**config.mk**
```make
export PLATFORM = sky130hd
export DESIGN_NAME = mux4_rr_sched
export DESIGN_NICKNAME = d
export VERILOG_FILES = /design/src/rtl/mux4_rr_sched.sv
export SDC_FILE = /design/constraint.sdc
export NUM_CORES = 1
export LEC_CHECK = 0
export BUFFER_PORTS_ARGS = -buffer_cell sky130_fd_sc_hd__buf_4
export CAP_MARGIN = 0
export CORE_AREA = 2 2 39 41
export CTS_CLUSTER_DIAMETER = 40
export DETAILED_ROUTE_END_ITERATION = 6
export DIE_AREA = 0 0 41 43
export PLACE_DENSITY_LB_ADDON = 0.15
export SLEW_MARGIN = 20
export SYNTH_ARGS = -nofsm -noshare
export SYNTH_HDL_FRONTEND = slang
export SYNTH_SLANG_ARGS = --single-unit
export TNS_END_PERCENT = 10
```
**constraint.sdc**
```tcl
create_clock -name clk -period 5.6 [get_ports clk]
set_clock_uncertainty 0.15 [all_clocks]
set_input_delay 1.12 -clock clk [delete_from_list [all_inputs] [get_ports clk]]
set_output_delay 1.12 -clock clk [all_outputs]
set_load 0.005 [all_outputs]
```
**src/rtl/mux4_rr_sched.sv**
```systemverilog
// Round-robin scheduler for a shared 4->1 single-bit mux: one-hot grant, select and valid, all registered.
// Optional forced release after HOLD_MAX grant cycles when MUX4_SCHED_TIMEOUT_EN is defined.
module mux4_rr_sched #(
  parameter int unsigned HOLD_MAX = 8
) (
  input  logic       clk,
  input  logic       rst,
  input  logic [3:0] req,
  output logic [3:0] gnt,
  output logic [1:0] sel,
  output logic       valid
);

  typedef enum logic {
    IDLE,
    GRANT
  } state_t;

  state_t     state, state_n;
  logic [1:0] ptr, ptr_n;
  logic [1:0] sel_n;
  logic [3:0] gnt_n;
  logic       valid_n;

  logic [1:0] g;
  logic       hold_done;
  logic       release_c;
  logic [2:0] pk_idle;
  logic [2:0] pk_rel;

  if (HOLD_MAX < 1 || HOLD_MAX > 255) begin : g_bad_hold_max
    $error("mux4_rr_sched: HOLD_MAX must be in 1..255");
  end

`ifdef MUX4_SCHED_TIMEOUT_EN
  localparam int CW = $clog2(HOLD_MAX + 1);
  logic [CW-1:0] cnt, cnt_n;
  assign hold_done = (cnt == CW'(HOLD_MAX - 1));
`else
  assign hold_done = 1'b0;
`endif

  // Returns {found, index}: first set bit of v scanning start, start+1, ... mod 4.
  function automatic logic [2:0] pick(input logic [1:0] start, input logic [3:0] v);
    logic [1:0] idx;
    pick = 3'b000;
    for (int i = 3; i >= 0; i--) begin
      idx = start + 2'(i);
      if (v[idx]) pick = {1'b1, idx};
    end
  endfunction

  assign g         = sel;
  assign release_c = !req[g] || hold_done;
  assign pk_idle   = pick(ptr, req);
  // Clearing a low req[g] changes nothing, and on timeout g stays in: it is scanned last either way.
  assign pk_rel    = pick(g + 2'd1, req);

  always_comb begin
    state_n = state;
    ptr_n   = ptr;
    gnt_n   = gnt;
    sel_n   = sel;
    valid_n = valid;
`ifdef MUX4_SCHED_TIMEOUT_EN
    cnt_n   = cnt;
`endif
    case (state)
      IDLE: begin
        gnt_n   = 4'b0000;
        valid_n = 1'b0;
        if (pk_idle[2]) begin
          state_n = GRANT;
          gnt_n   = 4'b0001 << pk_idle[1:0];
          sel_n   = pk_idle[1:0];
          valid_n = 1'b1;
`ifdef MUX4_SCHED_TIMEOUT_EN
          cnt_n   = '0;
`endif
        end
      end
      GRANT: begin
        if (!release_c) begin
`ifdef MUX4_SCHED_TIMEOUT_EN
          cnt_n = cnt + CW'(1);
`endif
        end else begin
          ptr_n = g + 2'd1;
          if (pk_rel[2]) begin
            gnt_n   = 4'b0001 << pk_rel[1:0];
            sel_n   = pk_rel[1:0];
            valid_n = 1'b1;
`ifdef MUX4_SCHED_TIMEOUT_EN
            cnt_n   = '0;
`endif
          end else begin
            state_n = IDLE;
            gnt_n   = 4'b0000;
            valid_n = 1'b0;
          end
        end
      end
      default: begin
        state_n = IDLE;
        gnt_n   = 4'b0000;
        valid_n = 1'b0;
      end
    endcase
  end

  always_ff @(posedge clk) begin
    if (rst) begin
      state <= IDLE;
      ptr   <= 2'd0;
      gnt   <= 4'b0000;
      sel   <= 2'b00;
      valid <= 1'b0;
`ifdef MUX4_SCHED_TIMEOUT_EN
      cnt   <= '0;
`endif
    end else begin
      state <= state_n;
      ptr   <= ptr_n;
      gnt   <= gnt_n;
      sel   <= sel_n;
      valid <= valid_n;
`ifdef MUX4_SCHED_TIMEOUT_EN
      cnt   <= cnt_n;
`endif
    end
  end

endmodule

```
==> qor.txt, run 1 <==
Setup Slack @ Placement -> 2.98 ns
Outcome -> finished clean
Total power -> 0.229 mW
First-pass GRT wire length -> 2.65 mm
Port Buf Inserts -> 12
CTS tree -> yes
Ranking of synthesized cells by area -> dfxtp_1 27%, mux2i_1 8.2%, nor2_1 6.1%
Worst Tran Pin Value -> 0.495 ns
Detailed Route Iter0 Violations -> 25
Cell variety after synth -> 40
Via density -> 5.93
Final WS setup -> 3.25 ns
Clock Pin Slew Worst Setup and Hold Paths -> 0.07 ns
PwrDens -> 274 nW/µm²
Slew margin rel. -> 0.667
Worst Hold Depth -> 2
Number of I/O pins -> 13
FF/Latch Area -> 200 µm²
Pleak -> 0.352 nW
Pin count of the biggest net entering global routing -> 15
Post-route DRC -> 0
Max Cap Viol -> 0
Clk_lat worst skew -> 0.27 ns
Hold Crit Class -> reg -> reg
Unrepaired setup endpoints after global routing -> no
# diodes -> 0
Die X -> 41 µm
Placement row count -> 14
CP Launch Type -> input pin
Synth Instances -> 93
Highest clock rate -> 425 MHz
Crit path largest cell delay -> 0.49 ns
# fillers -> 128
Final-stage net count -> 108
WP data arrival -> 2.40 ns
CP dominant cell by count -> a211oi_2
Synth area leader -> dfxtp_1
Initial Util -> 0.532
Post-route minimum period -> 2.35 ns
Post-CTS Resized -> 0
CP max-delay cell -> or4_4
# hold bufs at CTS -> 0
Syn Nets -> 99
Post-synth EDFFs -> 0
Reg2Reg Depth -> 5
Ys async rst share -> 0
Routed WL -> 1.60 mm
Die ar. -> 1760 µm²
Final Hold Viols -> 0
Setup bufs post-CTS -> 0
Ys flop type -> dfxtp_1
Core area -> 1380 µm²
Max-slew violation count -> 0
Layout area overhead -> 13.8%
Grt ovf -> 0
Cell Area, Synth -> 736 µm²
ANT nets after route -> 0
DR pass1 iterations -> 4
#FFs+latches synth -> 10
Placed Cells -> 113
Num CTS Buffers -> 3
Placer Congestion -> 0.922
Final core occ -> 0.605
Gr usage total -> 0.215
Post-synthesis sequential area ratio -> 0.272
H-tree Lvls -> 1
Synth Warn # -> 0
Bufs on Longest Clock Path -> 2
Fin crit share -> 0.420
Vias in the first global route -> 597
Worst-path cell chain -> buf_4, inv_1, o21ai_0, a211oi_2, or4_4, a211oi_2
Top-area cell type share of the netlist area -> 0.272
Syn_area_per_cell -> 7.91 µm²
Worst-path fanout max -> 12
Final setup viols -> 0
Share of cells above drive strength 1 -> 0.277
Area of the multi-input gates -> 468 µm²
Peak VDD IR -> 0.173 mV
Post-Layout Cell Count -> 117
# clock sinks -> 10
WL per Instance -> 13.7 µm
Crit. End Element -> register
Initial antenna violation count -> 0
CP Data Required Time -> 5.64 ns
Post-DP HPWL -> 1.15 mm
Sum Neg Setup Slack -> 0 ns
Crit path kind -> in -> reg
DIE HEIGHT -> 43 µm
Crit path max-delay family -> compound AO/OA/AOI/OAI gates
Vias -> 694
Critical path buffer and inverter count -> 2
Root buffer cell -> clkbuf_4
Stages on worst setup path -> 6
## synthesized netlist by cell type, types with 2 or more instances
cell type  instances
inv_1              5
o21ai_0            6
clkbuf_1           2
buf_2              3
a211oi_2           2
mux2i_1            6
nor2_1            12
a21oi_1            6
a211oi_1           2
dfxtp_1           10
a31oi_1            4
o22ai_1            2
nand2_1            5
nand2b_1           2
## registers in the layout, indices dropped and copies added, names as in the netlist
| register | count |
|---|---|
| gnt | 4 |
| ptr | 2 |
| sel | 2 |
| state | 1 |
| valid | 1 |
## per-layer routing
layer,global-route usage,wire length [µm],vias to the layer above
li1,-,-,359
met1,0.333,742,306
met2,0.300,751,29
met3,0.0314,109,0
met4,0.0600,0,0
met5,0,0,-
## power breakdown
part	internal, mW	leakage (nW)	total [mW]	switching (mW)
Clock	0.0395	0.0210	0.0671	0.0276
Sequential	0.0793	0.0829	0.0919	0.0126
Combinational	0.0356	0.249	0.0702	0.0346
Total	0.154	0.352	0.229	0.0748
## cell families (layout without fill, tap and decap cells)
group / after synthesis / count (layout) / share of synthesized area
AO/OA/AOI/OAI: 33 / 33 / 0.337
XOR/XNOR: 1 / 1 / 0.0119
buffers and inverters: 14 / 22 / 0.0918
flip-flops: 10 / 10 / 0.272
multiplexers: 6 / 6 / 0.0816
AND/OR/NAND/NOR: 29 / 29 / 0.206
## metrics by stage
stage / cell area, µm² / hold WS (ns)
floorplan: 736 / 0.337
global placement: 801 / 0.347
detailed placement: 801 / 0.352
CTS: 837 / 0.362
global route: 837 / 0.392
finish: 837 / 0.353
## placed cells by master (no fill, tap or decap), types with 2 or more instances in the layout
cell / Yosys / final
inv_1: 5 / 5
a31oi_1: 4 / 4
nand2_1: 5 / 5
a21oi_1: 6 / 6
nand2b_1: 2 / 2
clkbuf_4: 0 / 3
nor2_1: 12 / 12
a211oi_1: 2 / 2
mux2i_1: 6 / 6
a211oi_2: 2 / 2
o21ai_0: 6 / 6
o22ai_1: 2 / 2
buf_4: 1 / 12
dfxtp_1: 10 / 10
## final timing paths
| path | from | to | slack (ns) |
|---|---|---|---|
| hold / removal | gnt[2] | gnt[2] | 0.35 |
| setup / recovery | req[2] | gnt[0] | 3.25 |
| hold reg to reg | gnt[2] | gnt[2] | 0.35 |
| setup reg to reg | sel[0] | sel[1] | 3.73 |
## final cells by class
| type | count | area share |
|---|---|---|
| multi-input cells | 69 | 0.559 |
| repair buffers | 12 | 0.108 |
| flip-flops and latches | 10 | 0.239 |
| clock buffers | 4 | 0.0433 |
| well taps | 16 | 0.0239 |
| inverters | 6 | 0.0269 |
## worst reg2reg max path: stages (launching register included)
cell and delay (ns):
dfxtp_1 0.58, mux2i_1 0.26, mux2i_1 0.14, a21oi_1 0.31, nor2_1 0.07, a311oi_1 0.26
Power figures use the tool's default switching activity.
==> run 2: changes to the inputs <==
CORE_AREA = default   (was 2 2 39 41)
CORE_UTILIZATION = 48   (was default)
DIE_AREA = default   (was 0 0 41 43)
clock period = 2 ns   (was 5.6 ns; I/O delays follow)
==> run 2 against run 1 <==
  * First-iteration DRC count down 24%
  * Largest cell class unchanged
  * Largest power group unchanged
  * Register-to-register slack worse by 3.5 ns
  * Power rose to 2.6 times the previous value
  * Setup slack worse by 3.1 ns
  * Die area down 4.0%
  * Critical endpoint unchanged
==> qor.txt, run 2 (synthesized netlist as in run 1, its figures left out) <==
Outcome -> finished clean
Most flop-heavy register -> gnt
Commonest non-fill, non-tap cell in the layout -> buf_4
CP Launch Type -> register
Num CTS Buffers -> 3 (unchanged)
Fin Hold WS -> 0.241 ns (-0.111 ns)
WP data arrival -> 1.83 ns (-0.57 ns)
Number of I/O pins -> 13 (unchanged)
Crit path from -> ptr[1]
Post-CTS Resized -> 0 (unchanged)
Pin count of the biggest net entering global routing -> 15 (unchanged)
Initial antenna violation count -> 0 (unchanged)
Layout area overhead -> 15.8%
Die X -> 41.2 µm (+0.37%)
Hold Crit Class -> in -> reg
Port Buf Inserts -> 12 (unchanged)
Worst-path fanout max -> 6 (-6)
Crit. End Element -> register
Final Cell Area -> 852 µm² (+1.8%)
Reg2Reg Depth -> 5 (unchanged)
Worst r2r src -> ptr[1]
Initial Util -> 0.538 (+0.00682)
Detailed Route Iter0 Violations -> 19 (-24%)
First-pass GRT wire length -> 2.87 mm (+8.3%)
Final setup viols -> 0 (unchanged)
Gr usage total -> 0.263 (+0.0476)
Die ar. -> 1690 µm² (-4.0%)
Vias in the first global route -> 630 (+5.5%)
Clock Pin Slew Worst Setup and Hold Paths -> 0.05 ns (-0.02 ns)
Final WS setup -> 0.196 ns (-3.05 ns)
Crit path capture -> gnt[0]
Setup bufs post-CTS -> 0 (unchanged)
# clock sinks -> 10 (unchanged)
Final Hold Viols -> 0 (unchanged)
Core area -> 1370 µm² (-1.3%)
H-tree Lvls -> 1 (unchanged)
Clk_lat worst skew -> 0.26 ns (about the same)
Max Cap Viol -> 0 (unchanged)
Critical path buffer and inverter count -> 0 (-2)
Max-slew violation count -> 0 (unchanged)
Worst-path cell chain -> a21oi_2, o21ai_2, o2bb2a_4, or4_4, a211oi_2
Final core occ -> 0.624 (+0.0187)
DR pass1 iterations -> 4 (unchanged)
ANT nets after route -> 0 (unchanged)
Met2 wire len -> 791 µm (+5.3%)
Pleak -> 0.365 nW (+3.7%)
Post-place instance area -> 830 µm² (+3.6%)
Placer Congestion -> 0.893 (-3.1%)
Stages on worst setup path -> 5 (-1)
Worst Tran Pin Value -> 0.482 ns (-0.0132 ns)
Share of cells above drive strength 1 -> 0.298 (+0.0208)
Top Registers -> gnt: 4 flops, ptr: 2 flops, sel: 2 flops
Fin crit share -> 0.902
Uppermost layer routed -> met4
Most frequent cells in the layout -> 16 x buf_4, 12 x nor2_1, 10 x dfxtp_1
Via density -> 6.06 (+2.1%)
Sum Neg Setup Slack -> 0 ns (unchanged)
Placement row count -> 13 (-1)
Crit path kind -> reg -> reg
FF-to-FF setup slack -> 0.20 ns (-3.53 ns)
WL per Instance -> 14.2 µm (+3.3%)
# hold bufs at CTS -> 0 (unchanged)
Grt ovf -> 0 (unchanged)
Crit path max-delay family -> compound AO/OA/AOI/OAI gates
Post-DP HPWL -> 1.29 mm (+11%)
DR WL met3 -> 105 µm (-3.7%)
PwrDens -> 696 nW/µm² (+150%)
Crit path largest cell delay -> 0.51 ns (+0.02 ns)
Highest clock rate -> 554 MHz
Vias -> 721 (+3.9%)
Post-route minimum period -> 1.80 ns
Bufs on Longest Clock Path -> 2 (unchanged)
Post-route DRC -> 0 (unchanged)
Unrepaired setup endpoints after global routing -> no
Root buffer cell -> clkbuf_4
CTS tree -> yes
Slew margin rel. -> 0.678 (+0.0111)
Reg2reg end -> gnt[0]
Setup Slack @ Placement -> 0.0865 ns (-2.89 ns)
CP max-delay cell -> or4_4
Met1 WL -> 763 µm (+2.8%)
Peak VDD IR -> 0.461 mV (+170%)
CP Data Required Time -> 2.03 ns (-3.61 ns)
Final-stage net count -> 112 (+3.7%)
# diodes -> 0 (unchanged)
Flip-flop count of the largest register after layout -> 4 (unchanged)
DIE HEIGHT -> 41.2 µm (-4.3%)
Routed WL -> 1.69 mm (+5.0%)
[run 2: changes by cell type in the layout (fill, tap and decap cells not counted), sizes merged]
cell,before,now
clkbuf,4,3
buf,12,16
[run 2: where the power goes]
part	total, mW	switching [mW]	leakage [nW]	internal [mW]
Clock	0.130	0.0607	0.0138	0.0691
Combinational	0.210	0.104	0.269	0.106
Sequential	0.254	0.0311	0.0829	0.222
Total	0.593	0.196	0.365	0.397
[run 2: worst min path at each step]
stage            from      to  slack (ns)  cells after the start
6_report          rst  gnt[0]        0.24                      2
5_1_grt           rst  gnt[0]        0.24                      2
4_1_cts           rst  gnt[0]        0.23                      2
3_5_place_dp   gnt[2]  gnt[2]        0.36                      2
3_3_place_gp   gnt[2]  gnt[2]        0.34                      2
2_1_floorplan  ptr[0]  ptr[0]        0.34                      2
[run 2: per-layer routing]
metal,global-route usage,up-vias
met2,0.406,24
met4,0.0806,0
met5,0,-
li1,-,366
met3,0.103,4
met1,0.331,327
[run 2: layout make-up]
cell class / count / area [µm²]
fill: 128 / 514
multi-input combinational: 69 / 468
sequential: 10 / 200
timing repair buffer: 16 / 120
clock buffer: 3 / 22.5
inverter: 6 / 22.5
tap: 15 / 18.8
[run 2: worst reg2reg max path, stage by stage (launching register included)]
cell	delay, ns
dfxtp_1	0.45
a21oi_2	0.09
o21ai_2	0.13
o2bb2a_4	0.18
or4_4	0.51
a211oi_2	0.22
[run 2: through the flow]
step / power (mW) / instances
finish: 0.593 / 119
CTS: 0.599 / 119
detailed placement: 0.468 / 116
floorplan: 0.402 / 93
global route: 0.637 / 119
global placement: 0.464 / 116
==> run 3: changes to the inputs <==
SETUP_SLACK_MARGIN = 0.3   (was default)
clock period = 1.4 ns   (was 2 ns; I/O delays follow)
==> run 3 against run 2 <==
  * The run now ends with setup timing left
  * Final area up 27%
  * Flip-flop and latch count unchanged
  * Setup slack worse by 0.48 ns
  * Critical path depth unchanged
  * Register-to-register slack worse by 0.48 ns
  * First-iteration DRC count up 63%
  * Non-clock buffer count up 24
  * Wire length up 35%
  * Sequential share of layout area down 4.4 points
  * Sequential power up 38%
  * Highest routed layer unchanged
==> qor.txt, run 3 (synthesized netlist as in run 1, its figures left out) <==
Outcome -> complete, but fails checks
Max-slew violation count -> 0 (unchanged)
Unrepaired setup endpoints after global routing -> yes
# hold bufs at CTS -> 0 (unchanged)
Vias -> 900 (+25%)
Final-stage net count -> 136 (+21%)
Pin count of the biggest net entering global routing -> 11 (-4)
Layout area overhead -> 47.3%
Core area -> 1370 µm² (unchanged)
Switching share of power -> 0.339 (+0.00864)
Hold Crit Class -> in -> reg
Root buffer cell -> clkbuf_4
H-tree Lvls -> 1 (unchanged)
Post-route DRC -> 0 (unchanged)
DR pass1 iterations -> 6 (+2)
PwrDens -> 923 nW/µm² (+33%)
Crit path largest cell delay -> 0.38 ns (-0.13 ns)
Die X -> 41.2 µm (unchanged)
Bufs on Longest Clock Path -> 2 (unchanged)
Vias in the first global route -> 776 (+23%)
Crit. End Element -> register
Placement row count -> 13 (unchanged)
Commonest non-fill, non-tap cell in the layout -> buf_4
WL per Instance -> 15.7 µm (+11%)
Pleak -> 0.493 nW (+35%)
Number of I/O pins -> 13 (unchanged)
Grt ovf -> 0 (unchanged)
Fin Hold WS -> 0.120 ns (-0.122 ns)
Setup bufs post-CTS -> 0 (unchanged)
Sequential fraction of design power -> 0.351 (-0.076)
Post-DP HPWL -> 1.58 mm (+23%)
Placer Congestion -> 0.835 (-6.5%)
Peak VDD IR -> 0.821 mV (+78%)
CP Data Required Time -> 1.40 ns (-0.63 ns)
Most flop-heavy register -> gnt
Highest clock rate -> 593 MHz (+6.9%)
# diodes -> 0 (unchanged)
Gr usage total -> 0.305 (+0.0426)
Share of cells above drive strength 1 -> 0.488 (+0.190)
Initial Util -> 0.538 (unchanged)
WP data arrival -> 1.68 ns (-0.15 ns)
ANT nets after route -> 0 (unchanged)
CP Launch Type -> register
Slew margin rel. -> 0.770 (+0.0919)
Post-route minimum period -> 1.69 ns (-0.117 ns)
Clock Pin Slew Worst Setup and Hold Paths -> 0.07 ns (+0.02 ns)
Flip-flop count of the largest register after layout -> 4 (unchanged)
Clk_lat worst skew -> 0.26 ns (about the same)
DIE HEIGHT -> 41.2 µm (unchanged)
CP max-delay cell -> dfxtp_4
First-pass GRT wire length -> 3.26 mm (+14%)
Crit path kind -> reg -> reg
CTS tree -> yes
Fin crit share -> 1.20 (+0.303)
Failing checks -> setup timing
Worst-path fanout max -> 5 (-1)
Int Power -> 0.662 mW (+66%)
Sw power -> 0.339 mW (+73%)
Port Buf Inserts -> 12 (unchanged)
Most frequent cells in the layout -> 38 x buf_4, 12 x nor2_1, 7 x dfxtp_1
Part of the power in combinational logic -> 0.441 (+0.087)
Via density -> 6.25 (+3.2%)
Top Registers -> gnt: 4 flops, ptr: 2 flops, sel: 2 flops
Die ar. -> 1690 µm² (unchanged)
Final core occ -> 0.793 (+0.169)
# clock sinks -> 10 (unchanged)
Initial antenna violation count -> 0 (unchanged)
Num CTS Buffers -> 3 (unchanged)
Final Hold Viols -> 0 (unchanged)
Max Cap Viol -> 0 (unchanged)
Worst Tran Pin Value -> 0.344 ns (-0.138 ns)
Final WS setup -> -0.287 ns (-0.483 ns)
Routed WL -> 2.27 mm (+35%)
Clock power frac -> 0.208 (-0.011)
Detailed Route Iter0 Violations -> 31 (+12)
Final setup viols -> 9 (+9)
Worst-path cell chain -> mux2i_1, nor2_1, a211oi_2, a21oi_1, a2111oi_2
## run 3: metal layers
layer  GRT usage  routed length (µm)
met1       0.339                 956
met2       0.531                1100
met3      0.0978                 160
met4       0.121                  50
met5           0                   0
## run 3: final timing paths
check                             from  endpoint  slack (ns)  cells past startpoint
worst min-delay path               rst    gnt[0]        0.12                      2
worst min register to register  gnt[2]    gnt[2]        0.35                      2
worst max-delay path            ptr[1]    gnt[3]       -0.29                      5
worst max register to register  ptr[1]    gnt[3]       -0.29                      5
## run 3: critical path, delay by kind of cell, from the launching register on
family          cells  cell delay, ns
flops               1            0.38
simple gates        1            0.07
mux                 1            0.18
compound gates      3            0.80
## run 3: power groups by stage
stage          Clock [mW]  Sequential [mW]  Combinational, mW
2_1_floorplan           0            0.348              0.230
3_5_place_dp            0            0.354              0.403
6_report            0.208            0.351              0.441
4_1_cts             0.217            0.351              0.425
3_3_place_gp            0            0.354              0.395
5_1_grt             0.232            0.356              0.474
## run 3: repair_timing
| action | in CTS | in global routing |
|---|---|---|
| gates resized for setup | 9 | 1 |
| setup endpoints to repair | 17 | 17 |
| pin swaps | 3 | 1 |
| endpoints found under the hold margin | 0 | 0 |
## run 3: area by class of cell
class                           count  area, µm²
Clock buffer                        4       26.3
Multi-Input combinational cell     69        499
Fill cell                          90        283
Inverter                            6       25.0
Tap cell                           15       18.8
Sequential cell                    10        206
Timing Repair Buffer               40        308
## run 3: stage by stage
stage                     worst slack [ns]  instances  instance area (µm²)  total power [mW]  setup TNS, ns
final                               -0.287        144                 1080              1.00          -1.85
after global routing                -0.365        144                 1080              1.06          -2.37
after CTS                           -0.246        144                 1080             0.993          -1.47
after detailed placement            -0.313        140                 1020             0.757          -2.11
after global placement              -0.270        140                 1020             0.748          -1.85
after floorplan                     -0.219         93                  752             0.578          -1.19
